<file path="src/rtl/ctrl_pipe_ckpt.sv">
// Control-word pipeline with stall/flush, a dirty tracker and a serial checkpoint port.
// A non-volatile store backs up or restores every stage one word at a time through the FSM.
module ctrl_pipe_ckpt #(
  parameter int          W        = 32,
  parameter int          STAGES   = 3,
  parameter logic [W-1:0] RST_WORD = {W{1'b0}},
  parameter logic [W-1:0] NOP_WORD = {W{1'b0}}
) (
  input  logic                  Clk,
  input  logic                  Rst,
  input  logic                  Pwr_off,
  input  logic [W-1:0]          Word_in,
  input  logic                  Stall,
  input  logic [STAGES-1:0]     Flush,
  output logic [STAGES*W-1:0]   Stage_out,
  output logic                  Busy,
  output logic                  Dirty_val,
  input  logic                  Rst_DrtyCtrl,
  input  logic                  Backup_en,
  output logic [W-1:0]          Backup_Vout,
  output logic                  Backup_valid,
  input  logic                  Backup_ack,
  output logic                  Backup_done,
  input  logic                  Restore_en,
  input  logic [W-1:0]          Restore_Vin,
  input  logic                  Restore_valid,
  output logic                  Restore_done
);

  localparam int IW = (STAGES > 1) ? $clog2(STAGES) : 1;
  localparam logic [IW-1:0] LAST = IW'(STAGES - 1);

  typedef enum logic [2:0] {
    IDLE    = 3'd0,
    BACKUP  = 3'd1,
    BK_DONE = 3'd2,
    RESTORE = 3'd3,
    RS_DONE = 3'd4
  } state_t;

  state_t         state;
  logic [IW-1:0]  idx;
  logic [W-1:0]   stg     [STAGES];
  logic [W-1:0]   shifted [STAGES];
  logic [W-1:0]   sel_word;

  always_comb begin
    shifted[0] = Word_in;
    for (int i = 1; i < STAGES; i++) begin
      shifted[i] = stg[i-1];
    end
  end

  // Index decoded by compare so that STAGES=1 needs no special-cased array access.
  always_comb begin
    sel_word = '0;
    for (int i = 0; i < STAGES; i++) begin
      if (idx == IW'(i)) sel_word = stg[i];
    end
  end

  always_ff @(posedge Clk) begin
    if (Rst) begin
      for (int i = 0; i < STAGES; i++) stg[i] <= RST_WORD;
      state     <= IDLE;
      idx       <= '0;
      Dirty_val <= 1'b0;
    end else if (Pwr_off) begin
      for (int i = 0; i < STAGES; i++) stg[i] <= '0;
      state     <= IDLE;
      idx       <= '0;
      Dirty_val <= 1'b0;
    end else begin
      if (Rst_DrtyCtrl) Dirty_val <= 1'b0;
      case (state)
        IDLE: begin
          if (Backup_en) begin
            state <= BACKUP;
            idx   <= '0;
          end else if (Restore_en) begin
            state <= RESTORE;
            idx   <= '0;
          end else begin
            for (int i = 0; i < STAGES; i++) begin
              if (Flush[i])    stg[i] <= NOP_WORD;
              else if (!Stall) stg[i] <= shifted[i];
            end
            if (!Stall || (|Flush)) Dirty_val <= 1'b1;
          end
        end
        BACKUP: begin
          if (Backup_ack) begin
            if (idx == LAST) begin
              idx   <= '0;
              state <= BK_DONE;
            end else begin
              idx <= idx + 1'b1;
            end
          end
        end
        RESTORE: begin
          if (Restore_valid) begin
            for (int i = 0; i < STAGES; i++) begin
              if (idx == IW'(i)) stg[i] <= Restore_Vin;
            end
            if (idx == LAST) begin
              idx   <= '0;
              state <= RS_DONE;
            end else begin
              idx <= idx + 1'b1;
            end
          end
        end
        BK_DONE: begin
          Dirty_val <= 1'b0;
          state     <= IDLE;
        end
        RS_DONE: begin
          Dirty_val <= 1'b0;
          state     <= IDLE;
        end
        default: state <= IDLE;
      endcase
    end
  end

  always_comb begin
    for (int i = 0; i < STAGES; i++) begin
      Stage_out[i*W +: W] = stg[i];
    end
  end

  assign Busy         = (state != IDLE);
  assign Backup_valid = (state == BACKUP);
  assign Backup_Vout  = (state == BACKUP) ? sel_word : '0;
  assign Backup_done  = (state == BK_DONE);
  assign Restore_done = (state == RS_DONE);

endmodule

</file>
<file path="config.mk">
export PLATFORM = sky130hd
export DESIGN_NAME = ctrl_pipe_ckpt
export DESIGN_NICKNAME = d
export VERILOG_FILES = /design/src/rtl/ctrl_pipe_ckpt.sv
export SDC_FILE = /design/constraint.sdc
export NUM_CORES = 1
export LEC_CHECK = 0
export ABC_AREA = 0
export CAP_MARGIN = 20
export CORE_ASPECT_RATIO = 1.75
export CORE_MARGIN = 8
export CORE_UTILIZATION = 45
export CTS_BUF_LIST = sky130_fd_sc_hd__clkbuf_16
export DETAILED_ROUTE_END_ITERATION = 10
export GPL_ROUTABILITY_DRIVEN = 0
export PLACE_DENSITY = 0.83
export SLEW_MARGIN = 15
export SYNTH_ARGS = -nofsm -noshare
export SYNTH_HDL_FRONTEND = slang
export SYNTH_SLANG_ARGS = --single-unit
</file>
<file path="constraint.sdc">
create_clock -name Clk -period 4 [get_ports Clk]
set_input_delay 0.6 -clock Clk [delete_from_list [all_inputs] [get_ports Clk]]
set_output_delay 0.6 -clock Clk [all_outputs]
set_load 0.01 [all_outputs]
</file>
==> flow_metrics.env <==
export IMPL_status="finished, final reports clean"
export IMPL_floorplan_initialDensity_pct=45.80
export IMPL_rsz0062_at_grt="false"
export IMPL_gr_total_overflow=0
export IMPL_leakage_uw=0.002693
export IMPL_layout_commonest_cell="clkdlybuf4s50_1"
export IMPL_wire_per_inst_um=24.92
export IMPL_period_share_pct=84.74
export IMPL_pre_cts_slack_ns=0.9063
export IMPL_yosys_area_share_simple_pct=13.41
export IMPL_hp_class="reg -> reg"
export IMPL_ctsHtreeMaxLevel=3
export IMPL_synth_edf_count=96
export IMPL_layout_nets=752
export IMPL_max_slew_margin_pct=41.25
export IMPL_synth_nets=579
export IMPL_drive_gt1_share_pct=11.47
export IMPL_worst_setup_path_end_kind="output port"
export IMPL_design_area_mm2=0.008190
export IMPL_seq_area_frac_synth_pct=53.03
export IMPL_crit_chain="buf_4 > mux2i_1 > or2_2 > a21oi_1 > clkdlybuf4s50_1"
export IMPL_hold_buffers=0
export IMPL_synth_top_family_by_area="compound AO/OA/AOI/OAI gates"
export IMPL_dieArea_mm2=0.01657
export IMPL_synth_xor_area_share_pct=0
export IMPL_dp_hpwl_mm=14.93
export IMPL_ctsResizeCount=0
export IMPL_synth_mux_area_share_pct=6.363
export IMPL_period_minus_slack_ns=3.389
export IMPL_max_vdd_ir_drop_v=0.0002256
export IMPL_ys_flop_type="edfxtp_1"
export IMPL_clk_pin_slew_ns=0.06
export IMPL_vias=5368
export IMPL_die_x_um=100.8
export IMPL_yosysTopAreaCell="edfxtp_1"
export IMPL_worst_ep_arrival_time_ns=2.79
export IMPL_viasPerCell=6.323
export IMPL_synth_area_leaders="edfxtp_1, a22o_1, mux2i_1, o31ai_1, a22oi_1"
export IMPL_grt_total_usage_pct=24.88
export IMPL_drt_iter0_drc=447
export IMPL_critPathLaunchType="flip-flop"
export IMPL_clock_fmax_mhz=295.0
export IMPL_area_growth_synth_to_final_pct=44.63
export IMPL_grt_start_max_net_pins=52
export IMPL_worst_pin_slew_ns=0.8813
export IMPL_cp_required_ns=3.40
export IMPL_slowest_delay_ns=0.84
export IMPL_synthAdderAreaFrac_pct=0
export IMPL_yosys_warnings=0
export IMPL_cts_buffer_depth=2
export IMPL_tritoncts="done"
export IMPL_crit_fanout=23
export IMPL_setup_violations=0
export IMPL_hold_viol_final=0
export IMPL_timing_hold_ws_ns=0.5883
export IMPL_die_h_um=164.4
export IMPL_skew_ns=0.004795
export IMPL_crit_type="reg -> out"
export IMPL_avgSynthCellArea_um2=11.26
export IMPL_ys_async_sr_fraction_pct=0
export IMPL_total_power_uw=2561
export IMPL_timing_critical_path_buf_inv=2
export IMPL_cap_violations=0
export IMPL_coreArea_mm2=0.01236
export IMPL_crit_family="buffers and inverters"
export IMPL_root_buffer="clkbuf_16"
export IMPL_netlist_area_leader_share_pct=50.91
export IMPL_cts_setup_buffers=0
export IMPL_io_buffers=208
export IMPL_finalWorstSetupSlack_ns=0.6106
export IMPL_drt_wl_total_mm=21.16
export IMPL_numCtsBuffers=9
export IMPL_synth_compound_area_share_pct=22.40
export IMPL_syn_inst=503
export IMPL_placed_area_mm2=0.007885
export IMPL_synth_distinct_cells=35
export IMPL_ys_ff_latch=102
export IMPL_ant_nets=0
export IMPL_cp_slowest_cell="dfxtp_2"
export IMPL_clock_latency_ns=0.34
export IMPL_grt_pass1_vias=5493
export IMPL_io_pins=209
export IMPL_antenna_found_initial=1
export IMPL_final_setup_tns_ns=0
export IMPL_pwr_density_cell_mw_per_mm2=312.6
export IMPL_grt_pass1_wl_mm=31.35
export IMPL_final_max_slew_viol_count=0
export IMPL_first_pass_iters=5
export IMPL_rows=54
export IMPL_final_cell_mix="clkdlybuf4s50_1, edfxtp_1, a22o_1, mux2i_1, nand2_1"
export IMPL_drc=0
export IMPL_clock_sinks=102
export IMPL_syn_area_mm2=0.005663
power by group:
part	internal, uW	switching [uW]
clock	539	372
sequential	1220	53.4
combinational	205	171
total	1960	597
metrics by stage:
| step | std cells | utilization, % |
|---|---|---|
| finish | 849 | 66.24 |
| global route | 849 | 66.24 |
| CTS | 848 | 66.22 |
| detailed placement | 833 | 63.77 |
| global placement | 833 | 63.77 |
| floorplan | 503 | - |
final cells by class:
cell class / instances / area [um2]
flip-flops and latches: 102 / 3004
multi-input cells: 337 / 2440
repair buffers: 223 / 2220
well taps: 168 / 210.2
clock buffers: 9 / 225.2
diodes: 1 / 2.502
inverters: 3 / 11.26
fillers: 930 / 4174
clock inverters: 6 / 77.57
routing by layer:
| layer | up-vias | GRT usage [%] | wire length [um] | part of all wire (%) |
|---|---|---|---|---|
| li1 | 2337 | - | - | - |
| met1 | 2604 | 25.29 | 7034 | 33 |
| met2 | 353 | 45.43 | 11500 | 54 |
| met3 | 74 | 4.854 | 1599 | 7.6 |
| met4 | 0 | 15.02 | 1023 | 4.8 |
| met5 | - | 0 | 0 | 0 |
Yosys cell counts (3+ instances only):
master / number
or2_2: 34
mux2i_1: 36
clkbuf_1: 48
nand4_1: 32
nor2_1: 3
nor2b_1: 5
buf_6: 3
edfxtp_1: 96
a22o_1: 64
buf_1: 3
o31ai_1: 33
a22oi_1: 32
nand3_1: 4
buf_2: 7
nand2_1: 35
o21ai_0: 3
a21oi_1: 34
dfxtp_1: 6
nand2b_1: 4
flip-flops by register name, summed over array words and instances (netlist names):
| name | cells |
|---|---|
| Dirty_val | 1 |
| idx | 2 |
| state | 3 |
| stg | 96 |
final timing paths:
check                                          start                       end  slack, ns  cells past startpoint
worst max-delay path             idx[0]$_SDFFE_PP0P_            Backup_Vout[3]       0.61                      5
worst min-delay path            Dirty_val$_SDFF_PP0_      Dirty_val$_SDFF_PP0_       0.59                      2
worst max register to register   idx[0]$_SDFFE_PP0P_  stg[0][88]$_SDFFCE_PN0P_       1.52                      5
worst min register to register  Dirty_val$_SDFF_PP0_      Dirty_val$_SDFF_PP0_       0.59                      2
logic make-up after synthesis:
| group | after synthesis |
|---|---|
| mux | 36 |
| compound gates | 170 |
| simple gates | 131 |
| buf+inv | 64 |
| flops | 102 |
worst min-delay path, stage by stage (launching register included):
cell and delay (ns):
dfxtp_1 0.31, or4b_2 0.19, a21oi_1 0.05
No activity file was read; power rests on OpenSTA's default activity.
